`src/rtl/conv_tile_loader.sv`:
```
// conv_tile_loader: captures 9 weights then 16 activations from a byte stream and drives the 3x3/4x4 array run.
// Latency: active_sa3/busy rise the cycle after the last beat; tile_done pulses the cycle after done_sa3.
// Backpressure: s_ready is combinational, low for the whole run. Optional TILE_LOADER_WEIGHT_REUSE_EN adds wt_keep.
module conv_tile_loader #(
    parameter int DATA_W  = 8,
    parameter int TIMEOUT = 32
) (
    input  logic              clk,
    input  logic              rst,
    input  logic              s_valid,
    input  logic [DATA_W-1:0] s_data,
    output logic              s_ready,
    output logic [DATA_W-1:0] a11, a12, a13, a14,
    output logic [DATA_W-1:0] a21, a22, a23, a24,
    output logic [DATA_W-1:0] a31, a32, a33, a34,
    output logic [DATA_W-1:0] a41, a42, a43, a44,
    output logic [DATA_W-1:0] b11, b12, b13,
    output logic [DATA_W-1:0] b21, b22, b23,
    output logic [DATA_W-1:0] b31, b32, b33,
    output logic              active_sa3,
    input  logic              done_sa3,
`ifdef TILE_LOADER_WEIGHT_REUSE_EN
    input  logic              wt_keep,
`endif
    output logic              tile_done,
    output logic              busy,
    output logic              err_timeout
);

    typedef enum logic [1:0] {LOAD_W, LOAD_A, RUN} state_t;

    localparam logic [4:0] CNT_W_LAST  = 5'd8;
    localparam logic [4:0] CNT_A_LAST  = 5'd15;
    localparam logic [4:0] CNT_TO_LAST = 5'(TIMEOUT - 1);

    state_t            state_q, state_d;
    logic [4:0]        cnt_q, cnt_d;
    logic [DATA_W-1:0] b_q [9];
    logic [DATA_W-1:0] b_d [9];
    logic [DATA_W-1:0] a_q [16];
    logic [DATA_W-1:0] a_d [16];
    logic              active_q, active_d;
    logic              busy_q, busy_d;
    logic              tile_done_q, tile_done_d;
    logic              err_q, err_d;
    logic              accept;
    logic              keep_w;

    assign s_ready = (state_q == LOAD_W) || (state_q == LOAD_A);
    assign accept  = s_valid && s_ready;

`ifdef TILE_LOADER_WEIGHT_REUSE_EN
    assign keep_w = wt_keep;
`else
    assign keep_w = 1'b0;
`endif

    always_comb begin
        state_d     = state_q;
        cnt_d       = cnt_q;
        b_d         = b_q;
        a_d         = a_q;
        active_d    = active_q;
        busy_d      = busy_q;
        tile_done_d = 1'b0;
        err_d       = err_q;
        case (state_q)
            LOAD_W: begin
                if (accept) begin
                    for (int i = 0; i < 9; i++)
                        if (cnt_q == 5'(i)) b_d[i] = s_data;
                    if (cnt_q == CNT_W_LAST) begin
                        state_d = LOAD_A;
                        cnt_d   = 5'd0;
                    end else begin
                        cnt_d = cnt_q + 5'd1;
                    end
                end
            end
            LOAD_A: begin
                if (accept) begin
                    for (int i = 0; i < 16; i++)
                        if (cnt_q == 5'(i)) a_d[i] = s_data;
                    if (cnt_q == CNT_A_LAST) begin
                        state_d  = RUN;
                        cnt_d    = 5'd0;
                        active_d = 1'b1;
                        busy_d   = 1'b1;
                    end else begin
                        cnt_d = cnt_q + 5'd1;
                    end
                end
            end
            RUN: begin
                cnt_d = cnt_q + 5'd1;
                // Completion takes priority over a watchdog expiring in the same cycle.
                if (done_sa3) begin
                    state_d     = keep_w ? LOAD_A : LOAD_W;
                    cnt_d       = 5'd0;
                    active_d    = 1'b0;
                    busy_d      = 1'b0;
                    tile_done_d = 1'b1;
                end else if (cnt_q == CNT_TO_LAST) begin
                    state_d  = LOAD_W;
                    cnt_d    = 5'd0;
                    active_d = 1'b0;
                    busy_d   = 1'b0;
                    err_d    = 1'b1;
                end
            end
            default: begin
                state_d = LOAD_W;
                cnt_d   = 5'd0;
            end
        endcase
    end

    always_ff @(posedge clk or posedge rst) begin
        if (rst) begin
            state_q     <= LOAD_W;
            cnt_q       <= 5'd0;
            active_q    <= 1'b0;
            busy_q      <= 1'b0;
            tile_done_q <= 1'b0;
            err_q       <= 1'b0;
            for (int i = 0; i < 9; i++)  b_q[i] <= '0;
            for (int i = 0; i < 16; i++) a_q[i] <= '0;
        end else begin
            state_q     <= state_d;
            cnt_q       <= cnt_d;
            active_q    <= active_d;
            busy_q      <= busy_d;
            tile_done_q <= tile_done_d;
            err_q       <= err_d;
            b_q         <= b_d;
            a_q         <= a_d;
        end
    end

    assign active_sa3  = active_q;
    assign busy        = busy_q;
    assign tile_done   = tile_done_q;
    assign err_timeout = err_q;

    assign b11 = b_q[0];  assign b12 = b_q[1];  assign b13 = b_q[2];
    assign b21 = b_q[3];  assign b22 = b_q[4];  assign b23 = b_q[5];
    assign b31 = b_q[6];  assign b32 = b_q[7];  assign b33 = b_q[8];

    assign a11 = a_q[0];  assign a12 = a_q[1];  assign a13 = a_q[2];  assign a14 = a_q[3];
    assign a21 = a_q[4];  assign a22 = a_q[5];  assign a23 = a_q[6];  assign a24 = a_q[7];
    assign a31 = a_q[8];  assign a32 = a_q[9];  assign a33 = a_q[10]; assign a34 = a_q[11];
    assign a41 = a_q[12]; assign a42 = a_q[13]; assign a43 = a_q[14]; assign a44 = a_q[15];

endmodule

```
`config.mk`:
```
export PLATFORM = sky130hd
export DESIGN_NAME = conv_tile_loader
export DESIGN_NICKNAME = d
export VERILOG_FILES = /design/src/rtl/conv_tile_loader.sv
export SDC_FILE = /design/constraint.sdc
export NUM_CORES = 1
export LEC_CHECK = 0
export BUFFER_PORTS_ARGS = -buffer_cell sky130_fd_sc_hd__clkbuf_2
export CORE_MARGIN = 5
export CORE_UTILIZATION = 47
export DETAILED_ROUTE_END_ITERATION = 10
export PLACE_DENSITY_LB_ADDON = 0.2
export SLEW_MARGIN = 30
export SYNTH_ARGS = -nofsm -noshare
export SYNTH_HDL_FRONTEND = slang
export SYNTH_SLANG_ARGS = --single-unit
```
`constraint.sdc`:
```
create_clock -name clk -period 8.1 [get_ports clk]
set_input_delay 2.025 -clock clk [delete_from_list [all_inputs] [get_ports clk]]
set_output_delay 2.025 -clock clk [all_outputs]
set_load 0.02 [all_outputs]
```
==> flow_metrics.py <==
metrics = {
    "job": {
        "cap_violations": 0,
    },
    "floorplanning": {
        "die_width_um": 142,
        "coreArea_um2": 17200,
        "io-pin-count": 217,
        "die_y_um": 142,
        "initial_core_util_pct": 47.7,
        "row_count": 48,
        "dieArea_um2": 20200,
    },
    "global_route": {
        "track_usage_pct": 20.3,
        "grt_max_degree": 149,
        "grt_pass1_wl_mm": 32.3,
        "grt_overflow": 0,
        "antenna_found_initial": 0,
        "grt_pass1_vias": 5545,
    },
    "final_layout": {
        "mostFrequentLayoutCell": "clkbuf_2",
        "synthToLayoutAreaGrowth_pct": 25.7,
        "antenna_cells": 0,
        "fin_nets": 764,
        "finalNonFillerCells": 985,
        "post-route-util_pct": 59.9,
        "drive_above_1_share_pct": 62.5,
        "final_cell_mix": "216 x clkbuf_2, 210 x dfrtp_1, 196 x mux2_2",
    },
    "route": {
        "vias": 5123,
        "wl_mm": 20.5,
        "drc": 0,
        "drt_pre_antenna_iters": 4,
        "ant_nets": 0,
        "avgRoutedWirePerCell_um": 20.8,
        "drt_iter0_markers": 128,
        "vias_per_cell": 5.20,
    },
    "yosys": {
        "ys_seq_area_share_pct": 63.9,
        "netlist_instances": 526,
        "synth_nets": 545,
        "syn_area_per_cell_um2": 15.6,
        "ys_ff_latch": 210,
        "ys_types": 37,
        "syn_area_um2": 8220,
        "yosysWarningCount": 0,
    },
    "worst_hold_path": {
        "hold_class": "flop to flop",
    },
    "clock_tree": {
        "clockBufferDepth": 3,
        "cts_resized": 0,
        "cts.sinks": 210,
        "cts.clk_slew.worst_paths_ns": 0.06,
        "insertion_delay_ns": 0.50,
        "cts_max_level": 1,
        "cts-root-buf": "clkbuf_16",
        "cts_tree": "built",
        "cts_buffers": 22,
        "postCtsSetupRepairBufs": 0,
        "cts_hold_buffers": 0,
    },
    "critical_path": {
        "max_stage_delay_ns": 0.46,
        "crit_required_ns": 6.08,
        "cp-end-kind": "output pin",
        "worstPathArrival_ns": 1.30,
        "crit_fanout": 8,
        "path_cells": "inv_1, clkbuf_2",
        "critical_path_class": "flop to output pin",
        "worstSetupStartpointType": "flop",
        "cp_slowest_cell": "dfrtp_1",
    },
    "sta": {
        "worstMarginPinSlew_ns": 0.783,
        "relSlewSlack_pct": 47.8,
        "fin_tns_setup_ns": 0,
        "skew_ns": 0.0147,
        "fin_ws_ns": 4.78,
        "period_needed_ns": 3.32,
        "finalHoldViolations": 0,
        "max_freq_mhz": 301,
        "grt_setup_unrepaired": "no",
        "fin_crit_sh_pct": 41.0,
        "slew_viol_final": 0,
        "whs_ns": 0.470,
        "setup_violations": 0,
    },
    "pwr": {
        "power.density_nw_per_um2": 433,
        "ir_worst_vdd_mv": 0.207,
        "p_leak_nw": 5.32,
    },
    "place": {
        "dpl_worst_slack_ns": 4.29,
        "placed_cells": 946,
        "gp_congestion": 0.776,
        "io_buffers": 216,
        "dp_hpwl_mm": 13.8,
    },
    "run_status": {
        "outcome": "finished clean",
    },
}
cell type report:
class	instances	area, um^2
Sequential cell	210	5260
Timing Repair Buffer	217	1090
Multi-Input combinational cell	286	2840
Tap cell	225	282
Fill cell	1366	6910
Clock inverter	14	226
Clock buffer	25	593
Inverter	8	42.5
cell usage after synthesis:
master	instances	area share (%)
a211oi_2	1	0.15
nor3_4	1	0.20
buf_4	1	0.091
ha_1	7	1.1
o211ai_1	2	0.18
nand3b_2	1	0.14
and4_1	1	0.11
and3_1	1	0.076
a22o_1	1	0.11
nor3_2	1	0.12
clkbuf_1	16	0.73
o21ai_0	4	0.24
and3b_1	1	0.11
o32ai_1	1	0.11
nand2_2	8	0.61
nor3b_1	1	0.091
a21boi_0	1	0.091
mux2_1	4	0.55
nor2_1	6	0.27
a31oi_1	1	0.076
nand3_2	1	0.12
o31ai_1	1	0.091
a311o_1	1	0.12
nor2_2	8	0.61
nor4_4	1	0.26
nand2b_1	5	0.38
nor2b_1	6	0.46
o22ai_1	2	0.15
nor2b_2	1	0.11
dfrtp_1	210	64
nand3_1	4	0.24
a21o_1	1	0.091
mux2_2	196	27
o21a_1	1	0.091
inv_1	8	0.37
nand2_1	15	0.69
buf_2	5	0.30
stage by stage:
step	total power, mW	instance area [um^2]
2_1_floorplan	2.77	8220
3_3_place_gp	3.34	9500
3_5_place_dp	3.39	9500
4_1_cts	4.53	10300
5_1_grt	4.70	10300
6_report	4.47	10300
per-layer routing:
| layer | track usage [%] | up-vias | part of all wire [%] | routed length [um] |
|---|---|---|---|---|
| li1 | - | 2288 | - | - |
| met5 | 0 | - | 0 | 0 |
| met2 | 33.7 | 155 | 49 | 9960 |
| met1 | 27.1 | 2650 | 42 | 8670 |
| met3 | 4.94 | 30 | 7.1 | 1460 |
| met4 | 4.95 | 0 | 1.9 | 393 |
kinds of logic after synthesis:
| family | synth area share [%] |
|---|---|
| AO/OA/AOI/OAI | 1.51 |
| adder cells (fa/ha/maj) | 1.07 |
| buffers and inverters | 1.49 |
| flip-flops | 63.9 |
| multiplexers | 27.4 |
| AND/OR/NAND/NOR | 4.58 |
worst max-delay path: cells and delay by family (launching register included):
kind | cells | cell delay, ns
buffers and inverters | 2 | 0.34
DFF | 1 | 0.46
worst paths after layout:
check	start	endpoint	slack [ns]	depth (start not counted)
worst max-delay path	state_q[1]	s_ready	4.78	2
max in group asynchronous	rst	b21[6]	5.14	3
worst min register to register	err_timeout	err_timeout	0.47	1
min in group asynchronous	rst	a12[4]	1.64	2
worst min-delay path	err_timeout	err_timeout	0.47	1
worst max register to register	cnt_q[0]	b33[4]	5.82	6
power by group:
part | total (mW) | switching (mW) | internal [mW]
clock | 1.12 | 0.407 | 0.718
combinational | 1.61 | 0.970 | 0.645
sequential | 1.74 | 0.264 | 1.47
Note: power is estimated with default switching activity, not from simulation.
